### src/rtl/bsg_pipeline_share_pkg.sv
// Shared definitions for pipeline sharers.
//   tag_width(els) : bits needed to name one of els requesters (minimum 1)
//   route_t        : response-routing record {tag, v} used on the return side
package bsg_pipeline_share_pkg;

  // Widest requester tag any sharer routes through route_t.
  localparam int ROUTE_TAG_W_MAX = 8;

  function automatic int tag_width(input int els);
    return (els <= 2) ? 1 : $clog2(els);
  endfunction

  typedef struct packed {
    logic [ROUTE_TAG_W_MAX-1:0] tag;
    logic                       v;
  } route_t;

endpackage

### src/rtl/bsg_pipeline_share_tag_fifo.sv
// In-order tag FIFO recording which requester issued each in-flight item.
//   clk_i, reset_n_i : clock, async active-low reset (empties the FIFO)
//   push_i, data_i   : enqueue a tag (caller never pushes when full)
//   pop_i            : dequeue the head (caller never pops when empty)
//   data_o           : head tag
//   full_o, empty_o  : occupancy flags
//   count_o          : occupancy, 0..els_p
module bsg_pipeline_share_tag_fifo
  import bsg_pipeline_share_pkg::*;
#(
  parameter  int els_p   = 4,
  parameter  int width_p = 2,
  localparam int CNT_W   = $clog2(els_p + 1),
  localparam int PTR_W   = tag_width(els_p)
) (
  input  logic               clk_i,
  input  logic               reset_n_i,
  input  logic               push_i,
  input  logic [width_p-1:0] data_i,
  input  logic               pop_i,
  output logic [width_p-1:0] data_o,
  output logic               full_o,
  output logic               empty_o,
  output logic [CNT_W-1:0]   count_o
);

  logic [width_p-1:0] r_mem [els_p];
  logic [PTR_W-1:0]   r_rd_ptr;
  logic [PTR_W-1:0]   r_wr_ptr;
  logic [CNT_W-1:0]   r_count;

  // Depth need not be a power of two, so wrap explicitly.
  function automatic logic [PTR_W-1:0] f_next(input logic [PTR_W-1:0] p);
    return (p == PTR_W'(els_p - 1)) ? '0 : p + PTR_W'(1);
  endfunction

  // Storage carries no reset; only pointers/count define validity.
  always_ff @(posedge clk_i) begin
    if (push_i) r_mem[r_wr_ptr] <= data_i;
  end

  always_ff @(posedge clk_i or negedge reset_n_i) begin
    if (!reset_n_i) begin
      r_rd_ptr <= '0;
      r_wr_ptr <= '0;
      r_count  <= '0;
    end else begin
      if (push_i) r_wr_ptr <= f_next(r_wr_ptr);
      if (pop_i)  r_rd_ptr <= f_next(r_rd_ptr);
      case ({push_i, pop_i})
        2'b10:   r_count <= r_count + CNT_W'(1);
        2'b01:   r_count <= r_count - CNT_W'(1);
        default: r_count <= r_count;
      endcase
    end
  end

  assign data_o  = r_mem[r_rd_ptr];
  assign full_o  = (r_count == CNT_W'(els_p));
  assign empty_o = (r_count == '0);
  assign count_o = r_count;

`ifndef SYNTHESIS
  a_count_bound: assert property (@(posedge clk_i) disable iff (!reset_n_i)
    r_count <= CNT_W'(els_p));
`endif

endmodule

### src/rtl/bsg_pipeline_share_rr.sv
// Shares one in-order ready/valid pipeline among els_p requesters.
// Round-robin picks the issuing requester; a tag FIFO remembers issue order
// so each pipeline output is steered back to its originator. Zero added
// latency either way: pure steering plus bookkeeping.
//   clk_i, reset_n_i           : clock, async active-low reset
//   req_v_i/req_data_i         : per-requester requests (i at [i*width_p +: width_p])
//   req_ready_and_o            : accept, only ever on the granted requester
//   pipe_v_o/pipe_data_o       : into the shared pipeline
//   pipe_ready_and_i           : pipeline input ready
//   pipe_v_i/pipe_data_i       : out of the shared pipeline
//   pipe_ready_and_o           : ready to pipeline output
//   resp_v_o/resp_data_o       : one-hot response valid, shared payload
//   resp_ready_and_i           : per-requester response ready
//   in_flight_o                : tag FIFO occupancy
module bsg_pipeline_share_rr
  import bsg_pipeline_share_pkg::*;
#(
  parameter int els_p     = 4,
  parameter int width_p   = 16,
  parameter int tag_els_p = 4
) (
  input  logic                       clk_i,
  input  logic                       reset_n_i,
  input  logic [els_p-1:0]           req_v_i,
  input  logic [els_p*width_p-1:0]   req_data_i,
  output logic [els_p-1:0]           req_ready_and_o,
  output logic                       pipe_v_o,
  output logic [width_p-1:0]         pipe_data_o,
  input  logic                       pipe_ready_and_i,
  input  logic                       pipe_v_i,
  input  logic [width_p-1:0]         pipe_data_i,
  output logic                       pipe_ready_and_o,
  output logic [els_p-1:0]           resp_v_o,
  output logic [width_p-1:0]         resp_data_o,
  input  logic [els_p-1:0]           resp_ready_and_i,
  output logic [$clog2(tag_els_p+1)-1:0] in_flight_o
);

  localparam int TAG_W = tag_width(els_p);
  localparam int CNT_W = $clog2(tag_els_p + 1);

  logic [TAG_W-1:0] r_last;
  logic [TAG_W-1:0] w_grant;
  logic             w_grant_v;
  logic             w_full;
  logic             w_empty;
  logic             w_push;
  logic             w_pop;
  logic [TAG_W-1:0] w_head;
  logic [els_p-1:0] w_head_oh;
  route_t           w_route;

  // ---- issue side ----

  // Scan last+1, last+2, ... so the most recent winner has lowest priority.
  // Deliberately independent of pipe_ready_and_i: a stalled grant holds.
  always_comb begin
    w_grant_v = 1'b0;
    w_grant   = '0;
    for (int k = 1; k <= els_p; k++) begin
      if (!w_grant_v && req_v_i[(int'(r_last) + k) % els_p]) begin
        w_grant_v = 1'b1;
        w_grant   = TAG_W'((int'(r_last) + k) % els_p);
      end
    end
  end

  // Full blocks issue even when a pop lands in the same cycle; this keeps
  // the return path out of the issue path combinationally.
  assign pipe_v_o    = reset_n_i & w_grant_v & ~w_full;
  assign pipe_data_o = w_grant_v ? req_data_i[int'(w_grant)*width_p +: width_p]
                                 : '0;
  assign w_push      = pipe_v_o & pipe_ready_and_i;

  always_comb begin
    req_ready_and_o = '0;
    for (int i = 0; i < els_p; i++) begin
      if (w_grant_v && (w_grant == TAG_W'(i)))
        req_ready_and_o[i] = reset_n_i & pipe_ready_and_i & ~w_full;
    end
  end

  always_ff @(posedge clk_i or negedge reset_n_i) begin
    if (!reset_n_i)  r_last <= TAG_W'(els_p - 1);
    else if (w_push) r_last <= w_grant;
  end

  // ---- bookkeeping ----

  bsg_pipeline_share_tag_fifo #(
    .els_p   (tag_els_p),
    .width_p (TAG_W)
  ) u_tag_fifo (
    .clk_i     (clk_i),
    .reset_n_i (reset_n_i),
    .push_i    (w_push),
    .data_i    (w_grant),
    .pop_i     (w_pop),
    .data_o    (w_head),
    .full_o    (w_full),
    .empty_o   (w_empty),
    .count_o   (in_flight_o)
  );

  // ---- return side ----

  assign w_route.tag = ROUTE_TAG_W_MAX'(w_head);
  assign w_route.v   = reset_n_i & pipe_v_i & ~w_empty;

  always_comb begin
    w_head_oh = '0;
    for (int i = 0; i < els_p; i++)
      w_head_oh[i] = (w_route.tag == ROUTE_TAG_W_MAX'(i));
  end

  // Head-of-line blocking is inherent: only the head's owner can drain.
  assign resp_v_o         = w_route.v ? w_head_oh : '0;
  assign resp_data_o      = pipe_data_i;
  assign pipe_ready_and_o = reset_n_i & ~w_empty & |(resp_ready_and_i & w_head_oh);
  assign w_pop            = pipe_v_i & pipe_ready_and_o;

`ifndef SYNTHESIS
  a_no_orphan_return: assert property (@(posedge clk_i) disable iff (!reset_n_i)
    !(pipe_v_i && w_empty));
  a_tag_fits: assert property (@(posedge clk_i) TAG_W <= ROUTE_TAG_W_MAX);
`endif

endmodule
### config.mk
export PLATFORM = sky130hd
export DESIGN_NAME = bsg_pipeline_share_rr
export DESIGN_NICKNAME = d
export VERILOG_FILES = /design/src/rtl/bsg_pipeline_share_pkg.sv /design/src/rtl/bsg_pipeline_share_tag_fifo.sv /design/src/rtl/bsg_pipeline_share_rr.sv
export SDC_FILE = /design/constraint.sdc
export NUM_CORES = 1
export LEC_CHECK = 0
export BUFFER_PORTS_ARGS = -buffer_cell sky130_fd_sc_hd__buf_2
export CAP_MARGIN = 40
export CORE_MARGIN = 2
export CORE_UTILIZATION = 35
export CTS_CLUSTER_DIAMETER = 200
export DETAILED_ROUTE_END_ITERATION = 7
export GPL_ROUTABILITY_DRIVEN = 0
export HOLD_SLACK_MARGIN = 0.08
export PLACE_DENSITY = 0.85
export SKIP_CTS_REPAIR_TIMING = 1
export SKIP_LAST_GASP = 1
export SYNTH_ARGS = -nofsm -noshare
export SYNTH_HDL_FRONTEND = slang
export SYNTH_SLANG_ARGS = --single-unit
### constraint.sdc
create_clock -name clk_i -period 2.4 [get_ports clk_i]
set_input_delay 0.6 -clock clk_i [delete_from_list [all_inputs] [get_ports clk_i]]
set_output_delay 0.6 -clock clk_i [all_outputs]
set_load 0.1 [all_outputs]
==> metrics.txt, run 1 <==
cts bufs inserted=3; Rows=24; synth unique cells=37; largest net degree at the start of global routing=16; Required @ worst endpoint=1800 ps; CTS tree=done; Post-Route Skew=8.44 ps; CP startpoint kind=register; Final #Nets=384; Worst setup EP type=output port; status=finished with violations; Area growth, synth to finish=137%; Pleak=1.55 nW; initial antenna violation count=0; Primary FF master, synth=edfxtp_1; PwrDens=1670 mW/mm2; Synth Area in Adders=6.01%; Avg WL per Cell=23.1 um; Maximum Capacitance Violations=0; crit path DAT=2270 ps; Die W=71.2 um; Final min period=2870 ps; layout cell share with drive strength beyond 1=84.2%; most common cell after layout, fill and taps aside=buf_2; Worst Path Max Fanout=7; Synth top area share=22.2%; ys async rst share=52.9%; YS warnings=0; met2 usage=41.2%; drt via density=5.51; Worst slew margin=67.4%; io pins=137; register area share after synthesis=29.6%; Core Area=0.00435 mm2; die area=0.00507 mm2; Initial Util=36.3%; Post-synth EDFFs=8; Slew Limit Fails=0; later-pin clock latency in the skew report=260 ps; DRT Pass-1 Iters=4; first-pass GRT wire length=8.58 mm; failing checks=negative setup slack; final setup margin=-472 ps; post-synth top area cell=mux2i_1; DP HPWL=4.63 mm; syn avg cell area=10.0 um2; fin crit share=120%; 1st-iter DRT viols=94; final WL=7.77 mm; Most Crowded Layer GR=met2; RSZ-0062 raised after global routing=yes; largest family of logic cells by synthesized area=multiplexers; endpoints failing setup=26; measured slew at the worst slew-check pin=493 ps; Util after Layout=85.9%; post-route ant nets=0; Compound-Gate Fraction of Synth Area=12.3%; Port Buffer Count=104; VDD IR-drop max=1.50 mV; Synth Register Bits=17; number of global-route vias before repair=1,890; Layout fillers=172; vias=1,853; most frequent cells in the layout=buf_2, buf_12, mux2i_4, buf_4, o22ai_4; simple-gate share of the synthesized area=9.49%; GRT met1 Usage=22.3%; clock slew at reported path FFs=80 ps; Max Freq=348 MHz; total congestion overflow=0; CTS Sinks=17; Synthesized Nets=257; clk buf depth=2; setup TNS=-8770 ps; Die Ht=71.2 um; Mapped Area=0.00158 mm2; XOR/XNOR Fraction of Synth Area=1.66%; DRC viols=0; Post-Syn Instances=158; diode count=0; mux share of post-synthesis cell area=28.3%; worst min-delay path class=primary input to async pin; gr usage total=21.4%; Root Driver=clkbuf_8; # H-tree levels=1; met3 Use GR=7.88%; Crit Path Category=register to output port; top cells by area, synth=mux2i_1, edfxtp_1, dfrtp_1; final hold violations=0
[per-layer routing]
layer	vias to the layer above	wire length [um]
li1	824	-
met1	887	2530
met2	122	4350
met3	20	653
met4	0	234
met5	-	0
[synth_stat cells, types with 2 or more instances]
master    number
nor2_1         8
inv_1          9
and3_1         4
mux2_1         2
nand2_1        4
buf_2          3
edfxtp_1       8
nor3_1         6
dfstp_2        2
xnor2_1        2
dfrtp_1        7
mux2i_1       35
clkbuf_1       3
nand2b_1       4
o21ai_1        2
o22ai_1       16
buf_4         18
ha_1           6
[final timing paths]
path	from	to	slack [ps]	cells after the start
max in group asynchronous	reset_n_i	r_last[0]$_DFFE_PN1P_	1810	2
setup / recovery	r_last[0]$_DFFE_PN1P_	pipe_data_o[12]	-470	9
setup reg to reg	u_tag_fifo.r_rd_ptr[0]$_DFFE_PN0P_	u_tag_fifo.count_o[2]$_DFFE_PN0P_	-160	10
hold / removal	reset_n_i	u_tag_fifo.r_rd_ptr[1]$_DFFE_PN0P_	170	1
min in group clk_i	u_tag_fifo.count_o[0]$_DFFE_PN0P_	u_tag_fifo.count_o[0]$_DFFE_PN0P_	590	1
hold reg to reg	u_tag_fifo.count_o[0]$_DFFE_PN0P_	u_tag_fifo.count_o[0]$_DFFE_PN0P_	590	1
[power by group]
group	internal [mW]	leakage [nW]	total, mW	switching, mW
Combinational	2.34	1.35	5.44	3.09
Sequential	0.453	0.173	0.574	0.120
Clock	0.115	0.0255	0.226	0.110
[state kept, by name, summed over array words and instances (netlist names)]
signal / flops
u_tag_fifo.r_mem: 8
u_tag_fifo.count_o: 3
r_last: 2
u_tag_fifo.r_rd_ptr: 2
u_tag_fifo.r_wr_ptr: 2
[cells by family after synthesis]
| logic type | count (synthesis) |
|---|---|
| fa+ha+maj | 7 |
| xor+xnor | 3 |
| compound gates | 27 |
| buf+inv | 34 |
| mux | 41 |
| flops | 17 |
| simple gates | 29 |
[worst max-delay path: stages (launching register included)]
cell,delay (ps)
dfstp_2,550
nand2b_4,130
o21ai_2,60
a211oi_4,280
buf_12,160
buf_12,110
buf_12,150
mux2i_4,280
o22ai_4,100
buf_12,170
[metrics by stage]
stage	instances	setup slack, ps	hold WS (ps)	instance area [um2]	power (mW)
2_1_floorplan	158	-383	304	2280	4.06
3_3_place_gp	318	-379	430	3340	5.31
3_5_place_dp	318	-443	439	3340	5.40
4_1_cts	322	-572	166	3390	5.64
5_1_grt	336	-535	167	3740	6.41
6_report	336	-472	166	3740	6.24
[cell type report]
type | count | area [um2] | area share [%]
Clock buffer | 3 | 41.3 | 1.10
Clock inverter | 1 | 5.00 | 0.134
Inverter | 10 | 37.5 | 1.00
Multi-Input combinational cell | 107 | 1690 | 45.1
Sequential cell | 17 | 480 | 12.8
Tap cell | 52 | 65.1 | 1.74
Timing Repair Buffer | 146 | 1430 | 38.1
No activity file was read; power rests on OpenSTA's default activity.
==> inputs of run 2 (changes only) <==
- ABC_AREA: default -> 1
- CORE_UTILIZATION: 35 -> 39
==> run 2 against run 1 <==
The run still ends with negative setup slack left. Design area increased by 4.0%. Critical path depth rose by 5. Utilization down 9.7 points. Critical path type unchanged. Fmax decreased by 8.2%. Synthesized cell count is 120% higher. Highest routed layer unchanged. Setup slack lost 260 ps. Count of clock-buffer cells in the layout grew 1.
==> metrics.txt, run 2 <==
top cells by area, synth=nand2_1, edfxtp_1, nand4_1; Worst Path Max Fanout=9 (+2); Rows=26 (+8.3%); crit path DAT=2530 ps (+260 ps); post-synth top area cell=nand2_1; vias=2,853 (+54%); largest net degree at the start of global routing=34 (+18); Synth top cells by count=nand2_1, nand4_1, inv_1; DP HPWL=5.48 mm (+18%); io pins=137 (unchanged); CTS Sinks=17 (unchanged); CP startpoint kind=register; DRT Pass-1 Iters=4 (unchanged); Core Area=0.00511 mm2 (+17%); Post-Route Skew=4.08 ps (-4.36 ps); final hold violations=0 (unchanged); drt via density=5.40 (-2.0%); 1st-iter DRT viols=221 (+140%); status=finished with violations; Die W=76.8 um (+7.9%); setup TNS=-14,410 ps (-5650 ps); worst min-delay path class=primary input to async pin; DRC viols=0 (unchanged); later-pin clock latency in the skew report=250 ps (about the same); Max Freq=320 MHz (-8.2%); Post-synth EDFFs=8 (unchanged); Mapped Area=0.00207 mm2 (+31%); top-count cell post-synth=nand2_1; failing checks=negative setup slack; CTS tree=done; number of global-route vias before repair=2,532 (+34%); Die Ht=76.8 um (+7.9%); Final Cell Area=0.00389 mm2 (+4.0%); Required @ worst endpoint=1800 ps (about the same); CP dominant cell by count=nand2_1; register area share after synthesis=22.6% (-7.0 points); ys async rst share=52.9% (unchanged); Largest delay share family, worst path=simple AND/OR/NAND/NOR gates; most frequent cells in the layout=nand2_1, buf_2, buf_12, nand4_1, buf_4; diode count=0 (unchanged); Area growth, synth to finish=88.2%; Avg WL per Cell=15.6 um (-33%); measured slew at the worst slew-check pin=485 ps (-7.41 ps); most common cell after layout, fill and taps aside=nand2_1; max reg flops=8 (unchanged); Reg with most FFs=u_tag_fifo.r_mem; Placement Cell Area=0.00360 mm2 (+7.7%); YS warnings=0 (unchanged); initial antenna violation count=0 (unchanged); endpoints failing setup=26 (unchanged); fin crit share=130% (+11 points); clock slew at reported path FFs=70 ps (about the same); cts bufs inserted=3 (unchanged); RSZ-0062 raised after global routing=yes; Maximum Capacitance Violations=0 (unchanged); clk buf depth=2 (unchanged); slowest stage delay, CP=620 ps (+70 ps); Synth Register Bits=17 (unchanged); Worst setup EP type=output port; worst path bufs/invs=3 (-1); Port Buffer Count=104 (unchanged); final setup margin=-729 ps (-257 ps); Root Driver=clkbuf_8; Initial Util=40.5% (+4.2 points); syn avg cell area=6.08 um2 (-39%); Final #Nets=558 (+45%); Post-Syn Instances=340 (+120%); gr usage total=22.6% (+1.2 points); Final min period=3130 ps (+257 ps); # H-tree levels=1 (unchanged); Primary FF master, synth=edfxtp_1; Util after Layout=76.2% (-9.7 points); Synthesized Nets=439 (+71%); Critical Path, Cell by Cell=inv_6 > nand2_1 > nand2_2 > nand2_2 > nand2_2 > nor2_4 > nand3_4 > nand3_4 > buf_12 > nand2_1 > nand2_1 > nand2_1 > a21oi_4 > buf_12; Worst slew margin=67.9% (+0.49 points); die area=0.00590 mm2 (+16%); Crit Path Category=register to output port; Synth top area share=27.0% (+4.9 points); total congestion overflow=0 (unchanged); final WL=8.23 mm (+5.9%); CP max stage cell=dfstp_2; Layout fillers=322 (+87%); post-route ant nets=0 (unchanged); Slew Limit Fails=0 (unchanged); synth unique cells=27 (-27%); layout cell share with drive strength beyond 1=52.6% (-32 points); first-pass GRT wire length=11.2 mm (+30%)
[run 2: changes by cell type after synthesis, sizes merged, moves of 3 or more]
cell	change
inv	+21
nor2	+5
buf	+12
mux2	-4
o21ai	+8
mux2i	-35
nand2	+149
nand3	+16
nand2b	-4
and3	-3
clkbuf	-3
o22ai	-16
nand4	+34
a21oi	+16
[run 2: area by class of cell]
class / count / area, um2 / share of cell area, %
flip-flops and latches: 17 / 480 / 12.3
inverters: 31 / 154 / 3.95
repair buffers: 147 / 1430 / 36.6
well taps: 70 / 87.6 / 2.25
clock buffers: 4 / 45.0 / 1.16
multi-input cells: 259 / 1700 / 43.7
[run 2: worst paths after layout]
kind	from	to	slack, ps	depth (start not counted)
worst max-delay path	r_last[0]$_DFFE_PN1P_	pipe_data_o[9]	-730	14
worst min-delay path	reset_n_i	u_tag_fifo.r_wr_ptr[1]$_DFFE_PN0P_	200	1
worst max register to register	r_last[0]$_DFFE_PN1P_	u_tag_fifo.count_o[2]$_DFFE_PN0P_	-460	18
worst min register to register	u_tag_fifo.count_o[1]$_DFFE_PN0P_	u_tag_fifo.count_o[1]$_DFFE_PN0P_	580	2
max in group asynchronous	reset_n_i	u_tag_fifo.count_o[0]$_DFFE_PN0P_	1830	2
min in group clk_i	u_tag_fifo.count_o[1]$_DFFE_PN0P_	u_tag_fifo.count_o[1]$_DFFE_PN0P_	580	2
[run 2: kinds of logic (layout without fill, tap and decap cells)]
logic type                 count (synthesis)  after routing  share of synthesized area (%)
and+or+nand+nor                          222            222                           48.0
DFF                                       17             17                           22.6
AOI/OAI and AO/OA                         28             28                           6.96
adders and majority gates                  7              7                           4.60
xor gates and xnor gates                   2              2                          0.847
buffers and inverters                     64            182                           16.9
[run 2: per-stage QoR]
stage,hold WS [ps],std cells,setup WS [ps]
after floorplan,304,340,-506
after global placement,461,515,-313
after detailed placement,468,515,-437
after CTS,201,519,-666
after global routing,204,528,-802
final,201,528,-729
[run 2: routing by layer]
metal / part of all wire [%] / track usage, % / vias up / wire, um
met5: 0 / 0 / - / 0
met4: 4.4 / 9.45 / 0 / 359
met3: 7.1 / 2.82 / 42 / 584
met2: 53 / 40.1 / 157 / 4350
met1: 36 / 27.5 / 1317 / 2930
li1: - / - / 1337 / -
Power of run 2 is left out: the tool's default activity adds up to more than one toggle a clock period on the data nets, which glitch-free logic cannot reach.
